$ cat src/rtl/inst_mem_sp.sv
// ============================================================================
// Module   : inst_mem_sp
// Purpose  : Single-port instruction memory, NOP-cleared after every reset,
//            with a registered fetch port and a word-wide load port.
//            Optional macro: IMEM_MISALIGN_TRAP_EN (misaligned fetch -> NOP + err)
// Revision : 1.0
// ============================================================================
`default_nettype none

module inst_mem_sp #(
   parameter int              DW  = 32,
   parameter int              AW  = 5,
   parameter logic [DW-1:0]   NOP = 32'h0000_0013
) (
   input  logic              clk_i,
   input  logic              rst_i,
   output logic              ready_o,
   input  logic              fetch_req_i,
   input  logic [AW+1:0]     fetch_addr_i,
   output logic              fetch_valid_o,
   output logic [DW-1:0]     fetch_data_o,
   output logic              fetch_err_o,
   input  logic              ld_en_i,
   input  logic [AW-1:0]     ld_addr_i,
   input  logic [DW-1:0]     ld_data_i,
   output logic              ld_done_o
);

   localparam int c_DEPTH = 2**AW;

   typedef enum logic [0:0] {
      S_INIT = 1'b0,
      S_RUN  = 1'b1
   } state_t;

   state_t            r_state;
   logic [AW-1:0]     r_cnt;
   logic              r_ready;
   logic              r_valid;
   logic [DW-1:0]     r_data;
   logic              r_done;
   logic [DW-1:0]     r_mem [0:c_DEPTH-1];

   logic              w_we;
   logic [AW-1:0]     w_waddr;
   logic [DW-1:0]     w_wdata;
   logic [AW-1:0]     w_fidx;
   logic              w_misalign;

   assign w_fidx     = fetch_addr_i[AW+1:2];
   assign w_misalign = |fetch_addr_i[1:0];

   // Clear writes and load writes share the single write port; reset blocks both.
   assign w_we    = !rst_i && ((r_state == S_INIT) || ld_en_i);
   assign w_waddr = (r_state == S_INIT) ? r_cnt : ld_addr_i;
   assign w_wdata = (r_state == S_INIT) ? NOP   : ld_data_i;

   always_ff @(posedge clk_i) begin
      if (w_we) begin
         r_mem[w_waddr] <= w_wdata;
      end
   end

`ifdef IMEM_MISALIGN_TRAP_EN
   logic r_err;
`else
   logic w_unused_misalign;
   assign w_unused_misalign = w_misalign;
`endif

   always_ff @(posedge clk_i) begin
      if (rst_i) begin
         r_state <= S_INIT;
         r_cnt   <= '0;
         r_ready <= 1'b0;
         r_valid <= 1'b0;
         r_data  <= '0;
         r_done  <= 1'b0;
`ifdef IMEM_MISALIGN_TRAP_EN
         r_err   <= 1'b0;
`endif
      end else begin
         case (r_state)
            S_INIT: begin
               r_cnt   <= r_cnt + 1'b1;
               r_valid <= 1'b0;
               r_data  <= '0;
               r_done  <= 1'b0;
`ifdef IMEM_MISALIGN_TRAP_EN
               r_err   <= 1'b0;
`endif
               if (r_cnt == {AW{1'b1}}) begin
                  r_state <= S_RUN;
                  r_ready <= 1'b1;
               end
            end
            default: begin
               r_ready <= 1'b1;
               r_valid <= fetch_req_i;
               r_done  <= ld_en_i;
               // Array read sees pre-edge contents, giving read-first behaviour.
`ifdef IMEM_MISALIGN_TRAP_EN
               r_err   <= fetch_req_i && w_misalign;
               if (!fetch_req_i)    r_data <= '0;
               else if (w_misalign) r_data <= NOP;
               else                 r_data <= r_mem[w_fidx];
`else
               r_data  <= fetch_req_i ? r_mem[w_fidx] : '0;
`endif
            end
         endcase
      end
   end

   assign ready_o       = r_ready;
   assign fetch_valid_o = r_valid;
   assign fetch_data_o  = r_data;
   assign ld_done_o     = r_done;
`ifdef IMEM_MISALIGN_TRAP_EN
   assign fetch_err_o   = r_err;
`else
   assign fetch_err_o   = 1'b0;
`endif

endmodule

`default_nettype wire

$ cat config.mk
export PLATFORM = sky130hd
export DESIGN_NAME = inst_mem_sp
export DESIGN_NICKNAME = d
export VERILOG_FILES = /design/src/rtl/inst_mem_sp.sv
export SDC_FILE = /design/constraint.sdc
export NUM_CORES = 1
export LEC_CHECK = 0
export ABC_CLOCK_PERIOD_IN_PS = 9400
export BUFFER_PORTS_ARGS = -buffer_cell sky130_fd_sc_hd__buf_2
export CORE_MARGIN = 2
export CORE_UTILIZATION = 35
export CTS_CLUSTER_SIZE = 14
export DETAILED_ROUTE_END_ITERATION = 6
export GPL_TIMING_DRIVEN = 0
export PLACE_DENSITY_LB_ADDON = 0.15
export SYNTH_ARGS = -nofsm -noshare
export SYNTH_HDL_FRONTEND = slang
export SYNTH_SLANG_ARGS = --single-unit
$ cat constraint.sdc
create_clock -name clk_i -period 9.4 [get_ports clk_i]
set_clock_uncertainty 0.2 [all_clocks]
set_input_delay 1.88 -clock clk_i [delete_from_list [all_inputs] [get_ports clk_i]]
set_output_delay 1.88 -clock clk_i [all_outputs]
set_load 0.05 [all_outputs]
Word level (Yosys, flattened, before mapping)
Memory sizes are Yosys's and may differ from the RTL's. A register that Yosys moved wholly into a read port is not among the register bits. Cells that the tools add are included.

Bits in registers: 9. Bits in writable memories: 1024. Input port bits: 48. Output and inout port bits: 36. Memories kept: 1.

Add/subtract/negate cells: 1. Equality and inequality tests: 1. Mux-type cells: 8. Bitwise gates (word level): 2. Reduce and logical (&&, ||, !) cells: 6.

Memories: r_mem (depth 32, bits a word 32, read ports 1, clocked after Yosys merged registers in 1, write ports 1, RTL line 42) `logic [DW-1:0] r_mem [0:c_DEPTH-1];`.

Operators with widths (number): $mux 32 (1); $mux 1 (6); $add 5x1->5 const B (1); $eq 5x5->1 const B (1); $mux 5 (1); $reduce_or 3->1 (1); $not 1->1 (2); $reduce_bool 2->1 (1); $reduce_or 2->1 (1); $logic_and 1x1->1 (1); $logic_not 1->1 (1); $logic_or 1x1->1 (1).

Depth between registers and ports, before layout
Gate-level depths: netlist (run 1).

Depth after elaboration: 5. Mapped depth: 8. Gate-level depth less buffers: 5.

Worst setup path after synthesis (run 1)
Ideal clock, no wire load.

Path kind: input-to-reg. From: input ld_addr_i[4]. To: memory r_mem[0][0], enable pin. Library setup time: 0.421 ns. Arrival: 3.790 ns. Slack: 4.989 ns. Stages: 4. Buffers on the path: 0. Path through: mux2i_1 -> and2_1 -> nand2_1 -> nor2_1.

Longest elaborated chain between the ends: 1.

RTL lines: from (decl) (RTL line 24) `input logic [AW-1:0] ld_addr_i,`; $mux 5 (RTL line 55) `assign w_waddr = (r_state == S_INIT) ? r_cnt : ld_addr_i;`; to (decl) (RTL line 42).

No other way between the ends.

Worst setup path in the final report (run 1)
From: input rst_i. To: memory r_mem[8][16], enable pin.

Longest elaborated chain between the ends: 4.

RTL lines: from (decl) (RTL line 16) `input logic rst_i,`; $logic_not 1->1 (RTL line 54) `assign w_we = !rst_i && ((r_state == S_INIT) || ld_en_i);`; $logic_and 1x1->1 (RTL line 54); $mux 1 (RTL line 59) `if (w_we) begin`; $mux 1 (implied by the code) (RTL line 60) `r_mem[w_waddr] <= w_wdata;`.

No other way between the ends.

==> qor.yml, run 1 <==
wl_um: 112000
h-tree-depth: 3
ir_worst_vdd_uv: 154
crit_fanout: 18
die_area_um2: 119000
firstDrtPassIters: 7
cap_violations: 0
dieWidth_um: 345
syn_area_per_cell_um2: 22.3
cts_sinks: 1065
nets: 2090
grt_pass1_vias: 20400
design_area_um2: 47400
overflow: 0
cts_tree: "done"
synth-seq-cells: 1065
critPathLaunchType: "input port"
ant_nets: 0
clkTransAtPathRegs_ps: 60
timing.slew.headroom: 0.116
post_cts_buffers: 0
arrival_ps: 4430
wire_per_inst_um: 30.6
synth_top_area_share: 0.758
cts_buffer_depth: 3
coreArea_um2: 115000
utilization: 0.414
tns_ps: 0
track_usage: 0.189
synth_fp_nets: 1866
crit_chain: "buf_2 -> clkbuf_1 -> nor2b_1 -> nand2_1 -> nor2_4 -> buf_16"
synthCells: 1816
worstSetupPathType: "input port to register"
drc: 8
io_buffers: 76
final.min_clock_period_ps: 4270
synth.largest_area_cell: "edfxtp_1"
drv_slew: 0
fp.dieH_um: 345
place_hpwl_um: 71500
final_layout_size_suffix_gt1_frac: 0.284
synth_most_common_cell: "edfxtp_1"
dpl.cell_count: 3441
ys_warn_count: 0
endpoint_kind: "register"
via_per_inst: 5.40
worstMarginPinSlew_ps: 1330
hold_violations: 0
finalSetupViolations: 0
start_util: 0.354
hp-class: "register to register"
fin_crit_sh: 0.454
synthTopCellsByCount: "edfxtp_1, mux4_2, mux2i_1"
clkLatencyLatePin_ps: 680
drt_iter0_drc: 1770
antennaDiodeCount: 0
synth_area_um2: 40600
antenna_found_initial: 6
gp_congestion: 0.778
placed_area_um2: 43900
synth_area_leaders: "edfxtp_1, mux4_2, mux2i_1"
grt_max_degree: 33
hold_buffers: 0
yosysUniqueCellTypes: 38
cts_resized: 0
outcome: "finished, violations left"
synth_edf_count: 1024
synthArstFlopShare: 0
slowest_delay_ps: 930
cp.required_ps: 9560
cpMaxStageDelayCell: "nor2_4"
synth-main-ff-cell: "edfxtp_1"
num_io_pins: 84
numCtsBuffers: 109
rsz0062_at_grt: "no"
pwr_density_cell_nw_per_um2: 207
vias: 19700
leakage_nw: 14.9
fin_cells: 3645
fp-row-count: 124
max_freq_mhz: 234
grt_pass1_wl_um: 156000
synth.yosys.seq_area_share: 0.778
clockRootBuffer: "clkbuf_16"
violations: "DRC"
syn2layout_area_growth_pct: 16.9
-- metrics by stage --
stage | power, mW | worst slack, ps | hold WS (ps)
finish | 9.80 | 5130 | 290
global route | 10.1 | 5050 | 323
CTS | 9.89 | 5180 | 301
detailed placement | 5.66 | 4470 | 285
global placement | 5.64 | 2410 | 281
floorplan | 5.50 | 4990 | 292
-- worst max-delay path, delay by kind of cell --
| kind | cells | cell delay [ps] |
|---|---|---|
| AND/OR/NAND/NOR | 3 | 1760 |
| buffers and inverters | 3 | 730 |
-- power by group --
| part | leakage, nW | internal, mW | switching (mW) |
|---|---|---|---|
| Sequential | 9.30 | 5.15 | 0.00695 |
| Clock | 1.72 | 2.46 | 1.80 |
| Combinational | 3.88 | 0.159 | 0.231 |
| Total | 14.9 | 7.77 | 2.04 |
-- path summary, 6_finish.rpt --
kind | start | to | cells past startpoint | slack (ps)
setup reg to reg | r_state$_SDFF_PP0_ | r_mem[22][2]$_DFFE_PP_ | 5 | 5310
hold reg to reg | ready_o$_SDFFE_PP0P_ | ready_o$_SDFFE_PP0P_ | 2 | 290
setup / recovery | rst_i | r_mem[8][16]$_DFFE_PP_ | 6 | 5130
hold / removal | ready_o$_SDFFE_PP0P_ | ready_o$_SDFFE_PP0P_ | 2 | 290
-- layout by cell type, fill, tap and decap left out, types with 32 or more instances in the layout --
cell,n
a221o_1,32
a22oi_1,32
a31oi_1,32
buf_2,107
clkbuf_1,55
clkbuf_16,112
dfxtp_1,41
edfxtp_1,1024
mux2i_1,134
mux4_2,216
nor2_4,32
-- cells by family after synthesis --
logic type | Yosys count | synth area share
compound gates | 155 | 0.0290
flops | 1065 | 0.778
buf+inv | 110 | 0.0189
fa+ha+maj | 2 | 0.000617
mux | 360 | 0.159
simple gates | 121 | 0.0144
other cells | 1 | 0.0000924
xor+xnor | 2 | 0.000432
-- registers in the layout (all words and copies together) (netlist names) --
name	flops
fetch_data_o	32
fetch_valid_o	1
ld_done_o	1
r_cnt	5
r_mem	1024
r_state	1
ready_o	1
-- layer usage --
layer,wire (um),part of all wire,GRT usage,vias to the layer above
met5,35,0.00031,0,-
met4,2210,0.020,0.0474,6
met3,6270,0.056,0.0317,142
met2,53800,0.48,0.306,602
met1,49300,0.44,0.266,10800
li1,-,-,-,8147
-- layout make-up --
cell class                 instances  area, um2
fill                           10000      67200
sequential                      1065      31600
multi-input combinational        641       8490
clock buffer                     157       3110
tap                             1512       1890
timing repair buffer             113       1200
buffer                           107        754
clock inverter                    47        397
inverter                           3       11.3
(Power assumes the default switching activity.)
==> inputs of run 2 (changes only) <==
--- a/config.mk
+++ b/config.mk
@@ -5,7 +5,8 @@
 export SDC_FILE = /design/constraint.sdc
 export NUM_CORES = 1
 export LEC_CHECK = 0
-export ABC_CLOCK_PERIOD_IN_PS = 9400
+export ABC_AREA = 1
+export ABC_CLOCK_PERIOD_IN_PS = 4500
 export BUFFER_PORTS_ARGS = -buffer_cell sky130_fd_sc_hd__buf_2
 export CORE_MARGIN = 2
 export CORE_UTILIZATION = 35
==> constraint.sdc (replaced) <==
create_clock -name clk_i -period 4.5 [get_ports clk_i]
set_clock_uncertainty 0.2 [all_clocks]
set_input_delay 0.9 -clock clk_i [delete_from_list [all_inputs] [get_ports clk_i]]
set_output_delay 0.9 -clock clk_i [all_outputs]
set_load 0.05 [all_outputs]
==> qor.yml, run 2 <==
worstHoldPathCells: 2
grt_pass1_wl_um: 206000
wire_per_inst_um: 25.9
dieWidth_um: 355
synth_most_common_cell: "nand2_1"
regMostFlops: "r_mem"
clockRootBuffer: "clkbuf_16"
finalPower_mw: 20.9
rsz0062_at_grt: "no"
yosysUniqueCellTypes: 28
synthCells: 3684
reg2regPathDepth: 7
cts_sinks: 1065
cts_resized: 0
syn_area_per_cell_um2: 11.7
h-tree-depth: 3
grt_max_degree: 33
cts_tree: "done"
slowest_delay_ps: 900
hold_violations: 0
nets: 3960
p_int_mw: 16.1
p_switching_mw: 4.87
firstDrtPassIters: 6
cts_buffer_depth: 3
cpMaxStageDelayCell: "nor2_4"
hold_buffers: 0
coreArea_um2: 122000
whs_ps: 259
final.min_clock_period_ps: 3460
vias: 28900
worstMarginPinSlew_ps: 1450
drc: 0
synth.yosys.seq_area_share: 0.733
num_io_pins: 84
synth.largest_area_cell: "edfxtp_1"
synth_edf_count: 1024
syn2layout_area_growth_pct: 16.0
crit_chain: "buf_4 -> inv_2 -> buf_2 -> o21ai_0 -> nand3_1 -> nor2_4 -> buf_12"
post_cts_buffers: 0
ir_worst_vdd_uv: 294
numCtsBuffers: 114
critPathLaunchType: "register"
worstSetupPathType: "register to register"
largest_reg_flops: 1024
io_buffers: 75
fp-row-count: 128
clockPowerShare: 0.424
crit_fanout: 17
grt_pass1_vias: 27600
die_area_um2: 126000
pre_cts_slack_ps: 579
synth-seq-cells: 1065
drt_iter0_drc: 3382
synthTopCellsByCount: "nand2_1, edfxtp_1, nand3_1"
overflow: 0
gp_congestion: 0.813
hp-class: "register to register"
drv_slew: 0
layout_commonest_cell: "nand2_1"
antenna_found_initial: 4
timing.slew.headroom: 0.0312
cp.required_ps: 4680
synth_area_leaders: "edfxtp_1, nand2_1, nand3_1"
start_util: 0.353
clkTransAtPathRegs_ps: 60
swShare: 0.232
wl_um: 146000
arrival_ps: 3640
track_usage: 0.231
tns_ps: 0
fp.dieH_um: 355
leakage_nw: 18.2
outcome: "complete, no violations"
cap_violations: 0
worst_slack_ps: 1040
ys_warn_count: 0
clkLatencyLatePin_ps: 700
layout_common_cells: "nand2_1, edfxtp_1, nand3_1, nor2_1, buf_2"
endpoint_kind: "register"
p_comb_frac: 0.061
finalSetupViolations: 0
via_per_inst: 5.12
synth_fp_nets: 3734
synth_top_area_share: 0.714
fin_crit_sh: 0.768
pwr_density_cell_nw_per_um2: 419
synth_area_um2: 43100
ant_nets: 0
seqPwrFrac: 0.515
synthArstFlopShare: 0
place_hpwl_um: 97300
final_layout_size_suffix_gt1_frac: 0.126
max_freq_mhz: 289
synth-main-ff-cell: "edfxtp_1"
-- run 2: through the flow --
| step | std cells | cell area, um2 | util |
|---|---|---|---|
| after global placement | 5384 | 45500 | 0.373 |
| after detailed placement | 5418 | 46400 | 0.381 |
| after CTS | 5628 | 49900 | 0.410 |
| after global routing | 5629 | 50000 | 0.410 |
| after floorplan | 3684 | 43100 | - |
| final | 5632 | 50000 | 0.410 |
-- run 2: final timing paths --
path	from	to	slack, ps
worst max-delay path	r_state$_SDFF_PP0_	r_mem[0][29]$_DFFE_PP_	1040
worst min-delay path	ready_o$_SDFFE_PP0P_	ready_o$_SDFFE_PP0P_	260
worst max register to register	r_state$_SDFF_PP0_	r_mem[0][29]$_DFFE_PP_	1040
worst min register to register	ready_o$_SDFFE_PP0P_	ready_o$_SDFFE_PP0P_	260
-- run 2: critical path, delay by kind of cell, from the launching register on --
family	cells	cell delay, ps
buf+inv	4	640
flops	1	300
compound gates	1	360
simple gates	2	1620
-- run 2: layout make-up --
class | count | area (um2)
clock buffers | 153 | 3200
plain buffers | 229 | 1460
fillers | 11500 | 71900
repair buffers | 110 | 1120
multi-input cells | 2343 | 10100
diodes | 3 | 7.51
inverters | 47 | 184
flip-flops and latches | 1065 | 31600
clock inverters | 57 | 298
well taps | 1625 | 2030
-- run 2: cells by family after synthesis --
kind of cell | count (synthesis) | share of synthesized area
adder cells (fa/ha/maj) | 2 | 0.000581
flip-flops | 1065 | 0.733
other | 1 | 0.0000871
buffers and inverters | 276 | 0.0382
AO/OA/AOI/OAI | 99 | 0.0118
AND/OR/NAND/NOR | 2241 | 0.216
-- run 2: power by group through the flow --
stage               sequential, mW  clock [mW]  combinational, mW
floorplan                     11.0           0              0.733
global placement              11.0           0               1.24
detailed placement            11.0           0               1.27
CTS                           10.8        8.99               1.27
global route                  10.8        9.37               1.39
finish                        10.8        8.88               1.28
-- run 2: per-layer routing --
metal / global-route usage / vias up / part of all wire
li1: - / 13200 / -
met1: 0.334 / 14200 / 0.44
met2: 0.355 / 1189 / 0.44
met3: 0.0368 / 221 / 0.080
met4: 0.0718 / 2 / 0.031
met5: 0 / - / 0.000069
